`src/rtl/mau_pkg.sv`:
```
// Shared types for the memory access unit: access-size and FSM state enums,
// bus widths, and the helper that gives the address bits an access size must clear.
package mau_pkg;

  localparam int ADDR_W = 64;
  localparam int DATA_W = 64;

  typedef enum logic [1:0] {
    SZ_B = 2'd0,
    SZ_H = 2'd1,
    SZ_W = 2'd2,
    SZ_D = 2'd3
  } sizeT;

  typedef enum logic [2:0] {
    IDLE = 3'd0,
    RD   = 3'd1,
    CAP  = 3'd2,
    WR   = 3'd3,
    RESP = 3'd4
  } stateT;

  // Low address bits that must be zero for a naturally aligned access.
  function automatic logic [2:0] lowMask(input sizeT sz);
    logic [2:0] m;
    m = 3'b000;
    case (sz)
      SZ_B: m = 3'b000;
      SZ_H: m = 3'b001;
      SZ_W: m = 3'b011;
      SZ_D: m = 3'b111;
      default: m = 3'b000;
    endcase
    return m;
  endfunction

endpackage

```
`src/rtl/mem_access_unit_if.sv`:
```
// Request/response bus between the multicycle controller, the memory access
// unit and the doubleword-wide synchronous memory.
interface mem_access_unit_if;
  import mau_pkg::*;

  logic              req_valid;
  logic              req_ready;
  logic              req_write;
  logic [1:0]        req_size;
  logic              req_unsigned;
  logic [ADDR_W-1:0] req_addr;
  logic [DATA_W-1:0] req_wdata;

  logic [ADDR_W-1:0] mem_addr;
  logic [DATA_W-1:0] mem_wdata;
  logic              mem_we;
  logic [DATA_W-1:0] mem_rdata;

  logic              resp_valid;
  logic [DATA_W-1:0] resp_rdata;
  logic              misalign_exc;

  modport slave (
    input  req_valid, req_write, req_size, req_unsigned, req_addr, req_wdata,
    input  mem_rdata,
    output req_ready, mem_addr, mem_wdata, mem_we,
    output resp_valid, resp_rdata, misalign_exc
  );

  modport master (
    output req_valid, req_write, req_size, req_unsigned, req_addr, req_wdata,
    output mem_rdata,
    input  req_ready, mem_addr, mem_wdata, mem_we,
    input  resp_valid, resp_rdata, misalign_exc
  );

endinterface

```
`src/rtl/mau_lane_align.sv`:
```
// Little-endian byte-lane handling: extracts and extends load data from a
// doubleword and merges store data into a doubleword at a byte offset.
module mau_lane_align
  import mau_pkg::*;
(
  input  logic [DATA_W-1:0] word,
  input  logic [2:0]        offset,
  input  sizeT              size,
  input  logic              isUnsigned,
  input  logic [DATA_W-1:0] storeData,
  output logic [DATA_W-1:0] loadData,
  output logic [DATA_W-1:0] mergeData
);

  logic [5:0]        shamt;
  logic [DATA_W-1:0] shifted;
  logic [7:0]        sizeLanes;
  logic [7:0]        laneSel;
  logic [DATA_W-1:0] bitMask;
  logic              signB;
  logic              signH;
  logic              signW;

  assign shamt   = {offset, 3'b000};
  assign shifted = word >> shamt;

  assign signB = ~isUnsigned & shifted[7];
  assign signH = ~isUnsigned & shifted[15];
  assign signW = ~isUnsigned & shifted[31];

  // NOTE: every output of a combinational block gets a default first, so no
  // path through the case can leave it unassigned and infer a latch.
  always_comb begin
    loadData  = shifted;
    sizeLanes = 8'hFF;
    case (size)
      SZ_B: begin
        loadData  = {{56{signB}}, shifted[7:0]};
        sizeLanes = 8'h01;
      end
      SZ_H: begin
        loadData  = {{48{signH}}, shifted[15:0]};
        sizeLanes = 8'h03;
      end
      SZ_W: begin
        loadData  = {{32{signW}}, shifted[31:0]};
        sizeLanes = 8'h0F;
      end
      SZ_D: begin
        loadData  = shifted;
        sizeLanes = 8'hFF;
      end
      default: ;
    endcase
  end

  assign laneSel = sizeLanes << offset;

  always_comb begin
    bitMask = '0;
    for (int i = 0; i < 8; i++) begin
      bitMask[8*i +: 8] = {8{laneSel[i]}};
    end
  end

  // Untouched lanes keep the value read back during the RMW.
  assign mergeData = (word & ~bitMask) | ((storeData << shamt) & bitMask);

endmodule

```
`src/rtl/mem_access_unit.sv`:
```
// Load/store unit in front of a doubleword-aligned synchronous memory.
// Optional feature macro: MAU_MISALIGN_CHECK_EN (trap misaligned accesses).
module mem_access_unit
  import mau_pkg::*;
(
  input  logic               clk,
  input  logic               reset,
  mem_access_unit_if.slave   bus
);

  stateT             state;
  stateT             nextState;

  logic [ADDR_W-1:0] addrQ;
  logic [DATA_W-1:0] wdataQ;
  logic [DATA_W-1:0] rdBuf;
  logic [DATA_W-1:0] respRdataQ;
  sizeT              sizeQ;
  logic              writeQ;
  logic              unsQ;

  sizeT              reqSize;
  logic              accept;
  logic              reqMisaligned;
  logic [ADDR_W-1:0] reqAddrUse;
  logic [ADDR_W-1:0] alignedAddr;

  logic [DATA_W-1:0] alignWord;
  logic [DATA_W-1:0] loadData;
  logic [DATA_W-1:0] mergeData;

  logic              reqReady;
  logic              memWe;
  logic [ADDR_W-1:0] memAddr;
  logic [DATA_W-1:0] memWdata;
  logic              respValid;

  assign reqSize     = sizeT'(bus.req_size);
  assign accept      = bus.req_valid && (state == IDLE);
  assign alignedAddr = {addrQ[ADDR_W-1:3], 3'b000};

`ifdef MAU_MISALIGN_CHECK_EN
  logic misQ;
  assign reqMisaligned = |(bus.req_addr[2:0] & lowMask(reqSize));
  assign reqAddrUse    = bus.req_addr;
`else
  // Without the trap, sub-size address bits are simply dropped.
  assign reqMisaligned = 1'b0;
  assign reqAddrUse    = {bus.req_addr[ADDR_W-1:3], bus.req_addr[2:0] & ~lowMask(reqSize)};
`endif

  // Loads extract straight from memory in CAP; the RMW merge uses the buffer.
  assign alignWord = (state == CAP) ? bus.mem_rdata : rdBuf;

  mau_lane_align u_lane_align (
    .word       (alignWord),
    .offset     (addrQ[2:0]),
    .size       (sizeQ),
    .isUnsigned (unsQ),
    .storeData  (wdataQ),
    .loadData   (loadData),
    .mergeData  (mergeData)
  );

  // NOTE: sequential state uses non-blocking assignments so every register
  // samples pre-edge values regardless of process ordering.
  always_ff @(posedge clk or posedge reset) begin
    if (reset) state <= IDLE;
    else       state <= nextState;
  end

  always_comb begin
    nextState = state;
    reqReady  = 1'b0;
    memWe     = 1'b0;
    memAddr   = '0;
    memWdata  = '0;
    respValid = 1'b0;
    case (state)
      IDLE: begin
        reqReady = 1'b1;
        if (accept) begin
          if (reqMisaligned)                      nextState = RESP;
          else if (bus.req_write && reqSize == SZ_D) nextState = WR;
          else                                    nextState = RD;
        end
      end
      RD: begin
        memAddr   = alignedAddr;
        nextState = CAP;
      end
      CAP: begin
        nextState = writeQ ? WR : RESP;
      end
      WR: begin
        memWe     = 1'b1;
        memAddr   = alignedAddr;
        memWdata  = mergeData;
        nextState = RESP;
      end
      RESP: begin
        respValid = 1'b1;
        nextState = IDLE;
      end
      default: nextState = IDLE;
    endcase
  end

  always_ff @(posedge clk or posedge reset) begin
    if (reset) begin
      addrQ      <= '0;
      wdataQ     <= '0;
      rdBuf      <= '0;
      respRdataQ <= '0;
      sizeQ      <= SZ_B;
      writeQ     <= 1'b0;
      unsQ       <= 1'b0;
`ifdef MAU_MISALIGN_CHECK_EN
      misQ       <= 1'b0;
`endif
    end else begin
      if (accept) begin
        addrQ  <= reqAddrUse;
        wdataQ <= bus.req_wdata;
        sizeQ  <= reqSize;
        writeQ <= bus.req_write;
        unsQ   <= bus.req_unsigned;
`ifdef MAU_MISALIGN_CHECK_EN
        misQ   <= reqMisaligned;
`endif
      end
      if (state == CAP) begin
        rdBuf <= bus.mem_rdata;
        if (!writeQ) respRdataQ <= loadData;
      end
    end
  end

  assign bus.req_ready  = reqReady;
  assign bus.mem_we     = memWe;
  assign bus.mem_addr   = memAddr;
  assign bus.mem_wdata  = memWdata;
  assign bus.resp_valid = respValid;
  assign bus.resp_rdata = respRdataQ;

`ifdef MAU_MISALIGN_CHECK_EN
  assign bus.misalign_exc = (state == RESP) && misQ;
`else
  assign bus.misalign_exc = 1'b0;
`endif

endmodule

```
`src/flat_wrapper.sv`:
```
// flat-port wrapper written by rule: the top's interface ports become plain ports
module mem_access_unit_flat import mau_pkg::*;
  (clk, reset, bus_req_valid, bus_req_write, bus_req_size, bus_req_unsigned, bus_req_addr, bus_req_wdata, bus_mem_rdata, bus_req_ready, bus_mem_addr, bus_mem_wdata, bus_mem_we, bus_resp_valid, bus_resp_rdata, bus_misalign_exc);
  mem_access_unit_if bus_i ();
  input  logic clk;
  input  logic reset;
  input wire logic [$bits(bus_i.req_valid)-1:0] bus_req_valid;
  input wire logic [$bits(bus_i.req_write)-1:0] bus_req_write;
  input wire logic [$bits(bus_i.req_size)-1:0] bus_req_size;
  input wire logic [$bits(bus_i.req_unsigned)-1:0] bus_req_unsigned;
  input wire logic [$bits(bus_i.req_addr)-1:0] bus_req_addr;
  input wire logic [$bits(bus_i.req_wdata)-1:0] bus_req_wdata;
  input wire logic [$bits(bus_i.mem_rdata)-1:0] bus_mem_rdata;
  output wire logic [$bits(bus_i.req_ready)-1:0] bus_req_ready;
  output wire logic [$bits(bus_i.mem_addr)-1:0] bus_mem_addr;
  output wire logic [$bits(bus_i.mem_wdata)-1:0] bus_mem_wdata;
  output wire logic [$bits(bus_i.mem_we)-1:0] bus_mem_we;
  output wire logic [$bits(bus_i.resp_valid)-1:0] bus_resp_valid;
  output wire logic [$bits(bus_i.resp_rdata)-1:0] bus_resp_rdata;
  output wire logic [$bits(bus_i.misalign_exc)-1:0] bus_misalign_exc;
  assign bus_i.req_valid = bus_req_valid;
  assign bus_i.req_write = bus_req_write;
  assign bus_i.req_size = bus_req_size;
  assign bus_i.req_unsigned = bus_req_unsigned;
  assign bus_i.req_addr = bus_req_addr;
  assign bus_i.req_wdata = bus_req_wdata;
  assign bus_i.mem_rdata = bus_mem_rdata;
  assign bus_req_ready = bus_i.req_ready;
  assign bus_mem_addr = bus_i.mem_addr;
  assign bus_mem_wdata = bus_i.mem_wdata;
  assign bus_mem_we = bus_i.mem_we;
  assign bus_resp_valid = bus_i.resp_valid;
  assign bus_resp_rdata = bus_i.resp_rdata;
  assign bus_misalign_exc = bus_i.misalign_exc;
  mem_access_unit u_core (.clk(clk), .reset(reset), .bus(bus_i));
endmodule
```
`config.mk`:
```
export PLATFORM = sky130hd
export DESIGN_NAME = mem_access_unit_flat
export DESIGN_NICKNAME = d
export VERILOG_FILES = /design/src/rtl/mau_pkg.sv /design/src/rtl/mem_access_unit_if.sv /design/src/rtl/mau_lane_align.sv /design/src/rtl/mem_access_unit.sv /design/src/flat_wrapper.sv
export SDC_FILE = /design/constraint.sdc
export NUM_CORES = 1
export LEC_CHECK = 0
export ABC_AREA = 1
export CAP_MARGIN = 20
export CORE_MARGIN = 2
export CORE_UTILIZATION = 46
export CTS_BUF_LIST = sky130_fd_sc_hd__clkbuf_4
export CTS_CLUSTER_DIAMETER = 30
export CTS_CLUSTER_SIZE = 10
export DETAILED_ROUTE_END_ITERATION = 7
export PLACE_DENSITY = 0.85
export SYNTH_ARGS = -nofsm -noshare
export SYNTH_HDL_FRONTEND = slang
export SYNTH_SLANG_ARGS = --single-unit
export TNS_END_PERCENT = 10
```
`constraint.sdc`:
```
create_clock -name clk -period 9.05 [get_ports clk]
set_clock_uncertainty 0.1 [all_clocks]
set_input_delay 2.2625 -clock clk [delete_from_list [all_inputs] [get_ports clk]]
set_output_delay 2.2625 -clock clk [all_outputs]
set_load 0.05 [all_outputs]
```
==> results.py <==
metrics = {
    "power": {
        "ir_worst_vdd_uv": 257.7,
        "intPower_mw": 4.061,
        "p_switching_mw": 5.180,
        "p_seq_share_pct": 22.7,
        "p_sw_share_pct": 56.05,
        "powerDensity_mw_per_mm2": 453.8,
        "p_comb_share_pct": 64.4,
        "total_leakage_power_nw": 9.893,
        "p_clk_share_pct": 13.0,
    },
    "floorplan": {
        "start_util_pct": 46.34,
        "die_height_um": 187.1,
        "ios": 395,
        "die-width_um": 187.1,
        "num_rows": 67,
        "core_mm2": 0.03328,
        "dieArea_mm2": 0.03501,
    },
    "detailed_routing": {
        "postRouteAntennaNets": 0,
        "vias": 16600,
        "vias_per_cell": 5.403,
        "drcViolationCount": 13,
        "drt_iter0_markers": 1779,
        "wirelength_mm": 61.33,
        "wl_per_cell_um": 19.96,
        "dr.pass1.iters": 8,
    },
    "cts": {
        "cts_tree": "built",
        "cts_sinks": 263,
        "clk_path_buf_depth": 3,
        "cts_buffers": 57,
        "post_cts_resized": 0,
        "cts-root-buf": "clkbuf_4",
        "htree_levels": 2,
        "insertion_delay_ns": 0.78,
        "cts.clk_slew.worst_paths_ns": 0.08,
        "post_cts_buffers": 0,
        "cts_hold_buf": 0,
    },
    "synth": {
        "ys_ff_latch": 263,
        "synthTopCellsByArea": "dfrtp_1 (43%), nand2_1 (17%), o21ai_0 (7.6%)",
        "syn_area_mm2": 0.01542,
        "synth_top_cell_area_share_pct": 42.67,
        "ys_seq_area_share_pct": 42.67,
        "syn_avg_cell_area_um2": 6.827,
        "synth_cells": 2259,
        "yosysUniqueCellTypes": 41,
        "yosys.area_share.adder_pct": 0,
        "synth-xor-area-share_pct": 0,
        "synth_top_family_by_area": "simple AND/OR/NAND/NOR gates",
        "muxShareOfSynthArea_pct": 0.1298,
        "synthSimpleGateAreaFrac_pct": 30.11,
        "synth_compound_gate_area_share_pct": 15.11,
        "yosys_warnings": 0,
        "synth_top_cell_by_area": "dfrtp_1",
    },
    "timing": {
        "fmax_mhz": 136.6,
        "relSlewSlack_pct": 18.07,
        "fin_worst_hold_slack_ns": 0.3875,
        "hold_violations": 0,
        "tns_ns": 0,
        "tightest_slew_ns": 1.229,
        "fin_crit_sh_pct": 80.89,
        "rsz0062_at_grt": "false",
        "fin_crit_ns": 7.321,
        "setup_viol": 0,
        "finalMaxSlewViolations": 0,
    },
    "flow_run": {
        "max_cap_violations": 0,
    },
    "setup_path": {
        "crit_path_end_kind": "output port",
        "startpoint_type": "register",
        "path_max_fanout": 89,
        "cp.arrival_ns": 4.96,
        "required_ns": 6.69,
        "critical_path_class": "register to output port",
    },
    "run_status": {
        "violations": "design-rule violations",
        "status": "finished, violations left",
    },
    "grt": {
        "antenna_found_initial": 2,
        "grt_overflow": 0,
        "grt_use_total_pct": 34.68,
        "grt_pass1_wl_mm": 92.98,
        "grt_pass1_vias": 16090,
        "grt_max_degree": 163,
    },
    "place": {
        "io_buffer_count": 390,
        "gp_congestion": 1.035,
        "hpwl_mm": 45.36,
    },
    "layout": {
        "syn_to_final_growth_pct": 32.04,
        "drive_above_1_share_pct": 7.399,
        "final_nets": 2775,
        "final_util_pct": 61.19,
    },
    "worst_hold_path": {
        "hold_path_class": "register to register",
    },
}
[layout by cell type, fill, tap and decap left out, drive strengths merged, types with 7 or more instances in the layout]
cell           Yosys  routed
inv              294     297
bufinv             0       9
nand4              7       7
clkdlybuf4s50      0     390
o21ai            291     291
nand3            215     215
clkinv             4      21
o22ai             14      14
buf               91      20
or2               33      33
a21oi             62      62
a211oi            16      16
nand2            689     689
clkinvlp           0       7
clkbuf            64      69
nor2             164     164
dfrtp            263     263
a31oi             10      10
o211ai            15      15
[through the flow]
step           total power, mW  instances  worst slack, ns  area [um^2]
2_1_floorplan            5.950       2262            2.951        15440
3_3_place_gp             7.831       2964            2.195        19360
3_5_place_dp             7.910       2964            2.204        19360
4_1_cts                  9.129       3069            1.880        20330
5_1_grt                  9.794       3072            1.595        20360
6_report                 9.241       3072            1.729        20360
[final cells by class]
cell class                      instances  area [um^2]
Multi-Input combinational cell       1546         7023
Tap cell                              448        560.5
Antenna cell                            2        5.005
Timing Repair Buffer                  410         4086
Inverter                              298         1127
Fill cell                            3042        12920
Clock buffer                           69        518.0
Clock inverter                         36        455.4
Sequential cell                       263         6588
[per-layer routing]
layer  vias up  GRT usage, %  share of wire, %
met2       933         56.53                46
met4         0         17.98               5.6
met5         -             0                 0
met3       177         6.548               8.6
met1      7691         44.09                40
li1       7798             -                 -
[logic make-up (layout without fill, tap and decap cells)]
group,count (synthesis),count (layout)
flip-flops,263,263
AND/OR/NAND/NOR,1116,1116
AO/OA/AOI/OAI,424,424
other,1,6
buffers and inverters,453,813
multiplexers,2,2
[worst paths after layout]
path | startpoint | depth (start not counted) | to | slack, ns
max in group asynchronous | reset | 3 | u_core.addrQ[0]$_DFFE_PP0P_ | 5.58
min | u_core.bus.resp_rdata[10]$_DFFE_PP0P_ | 2 | u_core.bus.resp_rdata[10]$_DFFE_PP0P_ | 0.39
max reg2reg | u_core.addrQ[1]$_DFFE_PP0P_ | 13 | u_core.bus.resp_rdata[39]$_DFFE_PP0P_ | 4.86
max | u_core.addrQ[0]$_DFFE_PP0P_ | 9 | bus_mem_wdata[52] | 1.73
min reg2reg | u_core.bus.resp_rdata[10]$_DFFE_PP0P_ | 2 | u_core.bus.resp_rdata[10]$_DFFE_PP0P_ | 0.39
min in group asynchronous | reset | 2 | u_core.rdBuf[1]$_DFF_PP0_ | 1.88
[critical path: stages, from the launching register on]
cell             delay (ns)
dfrtp_4                1.03
buf_4                  0.52
nor2_4                 0.07
inv_1                  0.66
o22ai_1                0.22
a21oi_1                0.20
o21ai_0                0.09
o21ai_0                0.60
a21oi_1                0.08
clkdlybuf4s50_1        0.75
[sequential cells by signal, indices dropped and copies added (netlist names)]
signal                 flops
u_core.rdBuf              64
u_core.writeQ              1
u_core.sizeQ               2
u_core.state               3
u_core.addrQ              64
u_core.wdataQ             64
u_core.bus.resp_rdata     64
u_core.unsQ                1
[synth_stat cells, drive strengths merged]
master,instances
dfrtp,263
buf,91
o211ai,15
a211oi,16
nand3b,2
o221ai,5
o22ai,14
clkbuf,64
a311oi,1
nand2,689
conb,1
nand4,7
mux2i,2
a31oi,10
inv,294
o21a,1
or2,33
nor3,4
clkinv,4
o31ai,1
a21boi,2
nor2,164
o21bai,1
o2111ai,5
o21ai,291
and2,2
a21oi,62
nand3,215
[power groups by stage]
stage	sequential [mW]	clock (mW)	combinational (mW)
3_5_place_dp	2.11	0	5.80
2_1_floorplan	2.44	0	3.51
5_1_grt	2.15	1.27	6.38
6_report	2.10	1.20	5.95
3_3_place_gp	2.09	0	5.75
4_1_cts	2.09	1.21	5.83
Power figures use the tool's default switching activity.
